--- src/rtl/rvlab_tlul_host_arb.sv ---
// Two-host TL-UL arbiter: merges instruction/data hosts onto one device with
// zero-latency grant. Define RVLAB_TLUL_ARB_RR_EN for round-robin, else data host wins.
package rvlab_tlul_pkg;
    localparam int TL_AW  = 32;
    localparam int TL_DW  = 32;
    localparam int TL_AIW = 8;
    localparam int TL_DIW = 1;
    localparam int TL_DBW = TL_DW / 8;
    localparam int TL_SZW = 2;
    localparam int TL_AUW = 16;
    localparam int TL_DUW = 16;

    localparam logic [2:0] TL_PUT_FULL = 3'h0;
    localparam logic [2:0] TL_GET      = 3'h4;

    typedef struct packed {
        logic              a_valid;
        logic [2:0]        a_opcode;
        logic [2:0]        a_param;
        logic [TL_SZW-1:0] a_size;
        logic [TL_AIW-1:0] a_source;
        logic [TL_AW-1:0]  a_address;
        logic [TL_DBW-1:0] a_mask;
        logic [TL_DW-1:0]  a_data;
        logic [TL_AUW-1:0] a_user;
        logic              d_ready;
    } tl_h2d_t;

    typedef struct packed {
        logic              d_valid;
        logic [2:0]        d_opcode;
        logic [2:0]        d_param;
        logic [TL_SZW-1:0] d_size;
        logic [TL_AIW-1:0] d_source;
        logic [TL_DIW-1:0] d_sink;
        logic [TL_DW-1:0]  d_data;
        logic [TL_DUW-1:0] d_user;
        logic              d_error;
        logic              a_ready;
    } tl_d2h_t;

    typedef enum logic [1:0] {
        IDLE  = 2'd0,
        HOLD0 = 2'd1,
        HOLD1 = 2'd2
    } arb_state_e;
endpackage

module rvlab_tlul_host_arb
    import rvlab_tlul_pkg::*;
#(
    parameter int unsigned MaxOutstanding = 2
) (
    input  logic    clk_i,
    input  logic    rst_ni,
    input  tl_h2d_t tl_ih_i,
    output tl_d2h_t tl_ih_o,
    input  tl_h2d_t tl_dh_i,
    output tl_d2h_t tl_dh_o,
    output tl_h2d_t tl_dev_o,
    input  tl_d2h_t tl_dev_i
);
    localparam int unsigned     CntW   = $clog2(MaxOutstanding + 1);
    localparam logic [CntW-1:0] MaxCnt = CntW'(MaxOutstanding);

    arb_state_e      state_q, state_d;
    logic [CntW-1:0] cnt_q [2];
    logic [CntW-1:0] cnt_d [2];
`ifdef RVLAB_TLUL_ARB_RR_EN
    logic            ptr_q, ptr_d;
`endif

    tl_h2d_t    host_req [2];
    logic       d_sel;
    logic       dev_d_ready;
    logic [1:0] d_hs;
    logic [1:0] elig;
    logic       gnt_valid;
    logic       gnt_idx;
    logic       a_hs;

    assign host_req[0] = tl_ih_i;
    assign host_req[1] = tl_dh_i;

    assign d_sel       = tl_dev_i.d_source[0];
    assign dev_d_ready = d_sel ? tl_dh_i.d_ready : tl_ih_i.d_ready;

    // A response retiring in this cycle frees a slot immediately, so a host at
    // its limit can be granted in the same cycle its d handshake completes.
    always_comb begin
        // NOTE: every combinational output gets a default first so no path leaves it unassigned (no latch).
        d_hs        = '0;
        d_hs[d_sel] = tl_dev_i.d_valid && dev_d_ready;
        for (int h = 0; h < 2; h++) begin
            elig[h] = host_req[h].a_valid && ((cnt_q[h] < MaxCnt) || d_hs[h]);
        end

        gnt_valid = 1'b0;
        gnt_idx   = 1'b1;
        unique case (state_q)
            HOLD0: begin gnt_valid = 1'b1; gnt_idx = 1'b0; end
            HOLD1: begin gnt_valid = 1'b1; gnt_idx = 1'b1; end
            default: begin
                if (elig == 2'b11) begin
                    gnt_valid = 1'b1;
`ifdef RVLAB_TLUL_ARB_RR_EN
                    gnt_idx   = ptr_q;
`else
                    gnt_idx   = 1'b1;
`endif
                end else if (elig[1]) begin
                    gnt_valid = 1'b1;
                    gnt_idx   = 1'b1;
                end else if (elig[0]) begin
                    gnt_valid = 1'b1;
                    gnt_idx   = 1'b0;
                end
            end
        endcase
        if (!rst_ni) gnt_valid = 1'b0;
    end

    always_comb begin
        tl_dev_o          = host_req[gnt_idx];
        tl_dev_o.a_valid  = gnt_valid && host_req[gnt_idx].a_valid;
        tl_dev_o.a_source = {host_req[gnt_idx].a_source[TL_AIW-2:0], gnt_idx};
        tl_dev_o.d_ready  = dev_d_ready;
        a_hs              = tl_dev_o.a_valid && tl_dev_i.a_ready;

        tl_ih_o          = tl_dev_i;
        tl_ih_o.d_source = tl_dev_i.d_source >> 1;
        tl_ih_o.d_valid  = rst_ni && tl_dev_i.d_valid && !d_sel;
        tl_ih_o.a_ready  = tl_dev_i.a_ready && gnt_valid && !gnt_idx;

        tl_dh_o          = tl_dev_i;
        tl_dh_o.d_source = tl_dev_i.d_source >> 1;
        tl_dh_o.d_valid  = rst_ni && tl_dev_i.d_valid && d_sel;
        tl_dh_o.a_ready  = tl_dev_i.a_ready && gnt_valid && gnt_idx;
    end

    always_comb begin
        state_d = IDLE;
        if (tl_dev_o.a_valid && !tl_dev_i.a_ready) begin
            state_d = gnt_idx ? HOLD1 : HOLD0;
        end

        // Counters saturate at both ends; simultaneous a and d handshakes cancel.
        for (int h = 0; h < 2; h++) begin
            cnt_d[h] = cnt_q[h];
            if (a_hs && (gnt_idx == h[0]) && !d_hs[h] && (cnt_q[h] != MaxCnt)) begin
                cnt_d[h] = cnt_q[h] + CntW'(1);
            end else if (d_hs[h] && !(a_hs && (gnt_idx == h[0])) && (cnt_q[h] != '0)) begin
                cnt_d[h] = cnt_q[h] - CntW'(1);
            end
        end

`ifdef RVLAB_TLUL_ARB_RR_EN
        ptr_d = ptr_q;
        if (a_hs) ptr_d = ~gnt_idx;
`endif
    end

    // NOTE: sequential state uses non-blocking assignments so every flop samples pre-edge values.
    always_ff @(posedge clk_i) begin
        if (!rst_ni) begin
            state_q <= IDLE;
            for (int h = 0; h < 2; h++) cnt_q[h] <= '0;
`ifdef RVLAB_TLUL_ARB_RR_EN
            ptr_q   <= 1'b1;
`endif
        end else begin
            state_q <= state_d;
            for (int h = 0; h < 2; h++) cnt_q[h] <= cnt_d[h];
`ifdef RVLAB_TLUL_ARB_RR_EN
            ptr_q   <= ptr_d;
`endif
        end
    end
endmodule

--- config.mk ---
export PLATFORM = sky130hd
export DESIGN_NAME = rvlab_tlul_host_arb
export DESIGN_NICKNAME = d
export VERILOG_FILES = /design/src/rtl/rvlab_tlul_host_arb.sv
export SDC_FILE = /design/constraint.sdc
export NUM_CORES = 1
export LEC_CHECK = 0
export ABC_AREA = 1
export CAP_MARGIN = 25
export CORE_AREA = 2 2 199 201
export DETAILED_ROUTE_END_ITERATION = 7
export DIE_AREA = 0 0 201 203
export SETUP_SLACK_MARGIN = 0.15
export SYNTH_ARGS = -nofsm -noshare
export SYNTH_HDL_FRONTEND = slang
export SYNTH_SLANG_ARGS = --single-unit
--- constraint.sdc ---
create_clock -name clk_i -period 2.05 [get_ports clk_i]
set_input_delay 0.3075 -clock clk_i [delete_from_list [all_inputs] [get_ports clk_i]]
set_output_delay 0.3075 -clock clk_i [all_outputs]
set_load 0.01 [all_outputs]
=== After elaboration in Yosys (flattened, before gate mapping) ===
Memory sizes are Yosys's and may differ from the RTL's.
Cells that the tools add are included.

* Add/subtract/negate cells: 4
* $lt $le $gt $ge: 5
* Equal/unequal tests: 5
* Muxes and demuxes: 24
* Bitwise logic cells: 5
* Reduce and logical (&&, ||, !) cells: 36

{| class="wikitable"
|+ Operator list
! kind !! count
|-
| two-way mux 102 bit || 3
|-
| logical AND 1 bit || 23
|-
| two-way mux 2 bit || 7
|-
| two-way mux 1 bit || 12
|-
| zero test 1 bit || 7
|-
| adder 2 x 1 -> 2 bit (second input constant) || 2
|-
| == test 2 bit (second input constant) || 2
|-
| < comparator 2 bit (second input constant) || 2
|-
| != test 2 bit (second input constant) || 2
|-
| nonzero test 2 bit || 2
|-
| subtractor 2 x 1 -> 2 bit (second input constant) || 2
|-
| bitwise AND 2 bit || 1
|-
| == test 2 x 1 -> 1 bit (second input constant) || 1
|-
| greater-or-equal comparator 2 bit (second input constant) || 1
|-
| logical OR 1 bit || 2
|-
| < comparator 1 x 2 -> 1 bit (second input constant) || 1
|-
| inverter 1 -> 2 bit || 1
|-
| OR 1 bit || 2
|-
| case mux 1 bit (2 select lines) || 1
|-
| AND reduction 2 bit || 1
|-
| OR reduction 2 bit || 1
|-
| demux 1 bit (select 1 bit) || 1
|-
| greater-or-equal comparator 1 bit (second input constant) || 1
|-
| inverter 1 bit || 1
|}

* Bits in registers: 2
* Memory bits (writable): 4
* Bits of input ports: 274
* Word-level logic and storage cells: 81
* Memories: 1

{| class="wikitable"
|+ Memories
! memory !! words !! bits a word !! read ports !! clocked after memory_dff !! write ports !! line !! source
|-
| cnt_q || 2 || 2 || 2 || 0 || 2 || 67 || <nowiki>logic [CntW-1:0] cnt_q [2];</nowiki>
|}

=== Logic depth before layout (Yosys ltp) ===
* Depth in word-level cells: 24
* Mapped depth: 12
* Depth with buffers taken out: 12

=== Least setup slack after synthesis ===
Ideal clock, no wire load.

* Path kind: reg-to-output
* Start: reg state_q[0]
* End: out tl_dev_o[100] (netlist name)
* Arrival: 1410 ps
* Data required time: 1742 ps
* Path slack: 332 ps
* Stages on the path, launching flop included: 11
* Cell sequence: dfxtp_1 -> inv_1 -> ha_1 -> inv_1 -> nand2_1 -> nand2_2 -> inv_2 -> buf_4 -> buf_4 -> nand2_1 -> nand2_1

{| class="wikitable"
|+ RTL lines
! element !! line !! source
|-
| start: declaration || 66 || <nowiki>arb_state_e state_q, state_d;</nowiki>
|-
| start signal: assignment || 172 || <nowiki>state_q <= state_d;</nowiki>
|-
| end: declaration || 60 || <nowiki>output tl_h2d_t tl_dev_o,</nowiki>
|}

==> flow_metrics.py <==
metrics = {
    "logic_synthesis": {
        "seq_area_frac_synth_pct": 4.32,
        "synth_top_area_share_pct": 42.5,
        "ys_seq_elements": 6,
        "ys_types": 19,
        "yosys_warnings": 0,
        "syn_area_per_cell_sq_um": 5.22,
        "synth_area_leader_cell": "nand2_1",
        "netlist_area_sq_um": 2780,
        "syn_inst": 533,
        "synthTopCellsByArea": "nand2_1, buf_4, dfxtp_1, buf_2, nand3_2",
    },
    "critical_path": {
        "timing.critical_path.from_type": "register",
        "reg2reg_depth": 14,
        "critPathTopFamily": "buffers and inverters",
        "path_class": "register to output pin",
        "critPathRequiredTime_ns": 1.74,
        "worst_r2r_endpoint": "cnt_q[0][2]$_SDFFE_PN0P_",
        "crit_fanout": 7,
        "crit_top_cell": "buf_12",
        "crit_path_max_incr_delay_ns": 0.31,
        "crit_slowest_cell": "dfxtp_2",
        "timing.critical_path.buf_inv": 6,
        "endpoint_kind": "output pin",
        "r2r_start": "state_q[0]$_SDFF_PN0_",
        "rrSetupSlack_ns": -0.01,
        "path_cells": "inv_2 > ha_4 > nand4_4 > nand2_8 > inv_16 > buf_12 > buf_12 > buf_16 > nand2_2 > nand2_1 > buf_2",
        "worst_ep_arrival_time_ns": 1.89,
    },
    "run_status": {
        "outcome": "finished with violations",
        "violations": "setup timing",
    },
    "routing": {
        "wl_per_cell_um": 19.4,
        "ant_nets": 0,
        "vias_per_cell": 3.32,
        "vias": 4336,
        "drc": 0,
        "firstDrtPassIters": 4,
        "first_iter_violations": 118,
        "totalWireLength_um": 25300,
    },
    "floorplanning": {
        "rows": 72,
        "start_util_pct": 7.23,
        "core_area_sq_um": 38500,
        "dieArea_sq_um": 40800,
        "io_pins": 512,
        "fp.dieH_um": 203,
        "die-width_um": 201,
    },
    "power": {
        "ir_drop_mv": 0.232,
        "power_mw": 3.41,
        "leakagePower_nw": 3.60,
        "powerDensity_nw_per_um2": 442,
    },
    "sta": {
        "post-route-min-period_ns": 2.20,
        "max_freq_mhz": 455,
        "fin_worst_skew_ns": 0.000350,
        "fin_hold_ws_ns": 0.526,
        "setup_slack_ns": -0.149,
        "hold_viol": 0,
        "setup_viol": 96,
        "post-route-period-util_pct": 107,
        "rsz0062_at_grt": "true",
        "drv_slew": 0,
    },
    "finish": {
        "final_cell_mix": "clkdlybuf4s50_1, nand2_1, nand2_2",
        "nNetsFinal": 1065,
        "final_core_util_pct": 20.0,
        "fin_cells": 1306,
        "layout_commonest_cell": "clkdlybuf4s50_1",
        "syn2layout_area_growth_pct": 177,
        "drive_above_1_share_pct": 53.6,
        "antenna_cells": 0,
    },
    "clock_network": {
        "clock_path_buffers": 2,
        "clkTransAtPathRegs_ns": 0.03,
        "cts_tree": "done",
        "worst_skew_pair.late_latency_ns": 0.23,
        "cts-root-buf": "clkbuf_16",
        "cts_sinks": 6,
        "hold_buffers": 0,
        "htree_num_levels": 1,
        "cts_buffers": 3,
    },
    "grt": {
        "grt_max_degree": 15,
        "grt_pass1_wl_um": 31000,
        "grt_overflow": 0,
        "grtUsageTotal_pct": 10.7,
        "antenna_found_initial": 4,
        "grt_pass1_vias": 4376,
    },
    "placed_design": {
        "port_buffers": 312,
        "dp_cells": 1235,
        "place_hpwl_um": 16000,
        "gp_congestion": 0.857,
    },
    "min_path": {
        "worstHoldStart": "cnt_q[0][2]$_SDFFE_PN0P_",
        "hold_depth": 2,
        "hold_path_class": "register to register",
        "whs_endpoint": "cnt_q[0][3]$_SDFFE_PN0P_",
    },
    "flow_run": {
        "maxCapViolations": 0,
    },
}
==> flip-flops by register name, indices dropped and copies added (netlist names) <==
signal,cells
cnt_q,4
state_q,2
==> worst reg2reg max path, stage by stage (launching register included) <==
cell and delay, ns:
dfxtp_2 0.31, inv_2 0.04, ha_4 0.29, inv_4 0.04, nand2_4 0.08, nand2_8 0.12, buf_12 0.15, buf_12 0.13
clkbuf_16 0.18, nor2_4 0.14, buf_6 0.13, nand3_4 0.07, nand2_2 0.07, nand3_1 0.11, a21oi_2 0.14
==> final cells by class <==
cell class	count	area, sq um
flip-flops and latches	6	123
well taps	518	648
repair buffers	407	4430
fillers	4277	30800
multi-input cells	359	2360
clock buffers	3	75.1
inverters	13	67.6
==> through the flow <==
| step | worst slack (ns) | area [sq um] | TNS [ns] |
|---|---|---|---|
| 2_1_floorplan | 0.332 | 2780 | 0 |
| 3_3_place_gp | -0.642 | 5670 | -61.13 |
| 3_5_place_dp | -0.707 | 5670 | -66.22 |
| 4_1_cts | -0.194 | 6580 | -7.48 |
| 5_1_grt | -0.211 | 7710 | -13.66 |
| 6_report | -0.149 | 7710 | -6.08 |
==> synth_stat cells (all sizes together) <==
cell,count
nand3,15
conb,1
a21oi,5
buf,156
ha,1
nor3,3
nand4,2
nand2,321
dfxtp,6
nor2,10
inv,13
==> per-layer routing <==
metal | vias to the layer above | global-route usage (%) | wire (um)
li1 | 1987 | - | -
met1 | 1911 | 9.71 | 8060
met2 | 387 | 20.3 | 13400
met3 | 51 | 4.64 | 2700
met4 | 0 | 4.84 | 1180
met5 | - | 0 | 0
==> where the power goes <==
part,total [mW],switching (mW),internal [mW]
Combinational,2.96,1.33,1.64
Sequential,0.125,0.00334,0.122
Clock,0.320,0.0696,0.251
Total,3.41,1.40,2.01
==> logic make-up (layout without fill, tap and decap cells) <==
| kind of cell | after synthesis | in the layout | synth area share (%) |
|---|---|---|---|
| AO/OA/AOI/OAI | 5 | 5 | 0.900 |
| adder cells (fa/ha/maj) | 1 | 1 | 0.450 |
| buffers and inverters | 169 | 423 | 42.8 |
| flip-flops | 6 | 6 | 4.32 |
| other | 1 | 2 | 0.135 |
| AND/OR/NAND/NOR | 351 | 351 | 51.4 |
==> repair_timing <==
action / CTS / global route
gates resized for setup: 538 / 267
setup buffers: 27 / 14
endpoints found under the setup margin: 110 / 107
cloned: 21 / 6
pin swaps: 17 / 80
==> worst max-delay path by stage <==
stage | slack (ns) | endpoint | cells past startpoint | startpoint
after floorplan | 0.33 | tl_dev_o[100] | 10 | state_q[0]$_SDFF_PN0_
after global placement | -0.64 | tl_dev_o[49] | 11 | tl_dev_i[51]
after detailed placement | -0.71 | tl_dev_o[9] | 10 | tl_dev_i[51]
after CTS | -0.19 | tl_dev_o[3] | 10 | state_q[0]$_SDFF_PN0_
after global routing | -0.21 | tl_dev_o[7] | 11 | state_q[0]$_SDFF_PN0_
final | -0.15 | tl_dev_o[53] | 11 | state_q[0]$_SDFF_PN0_
No activity file was read; power rests on OpenSTA's default activity.
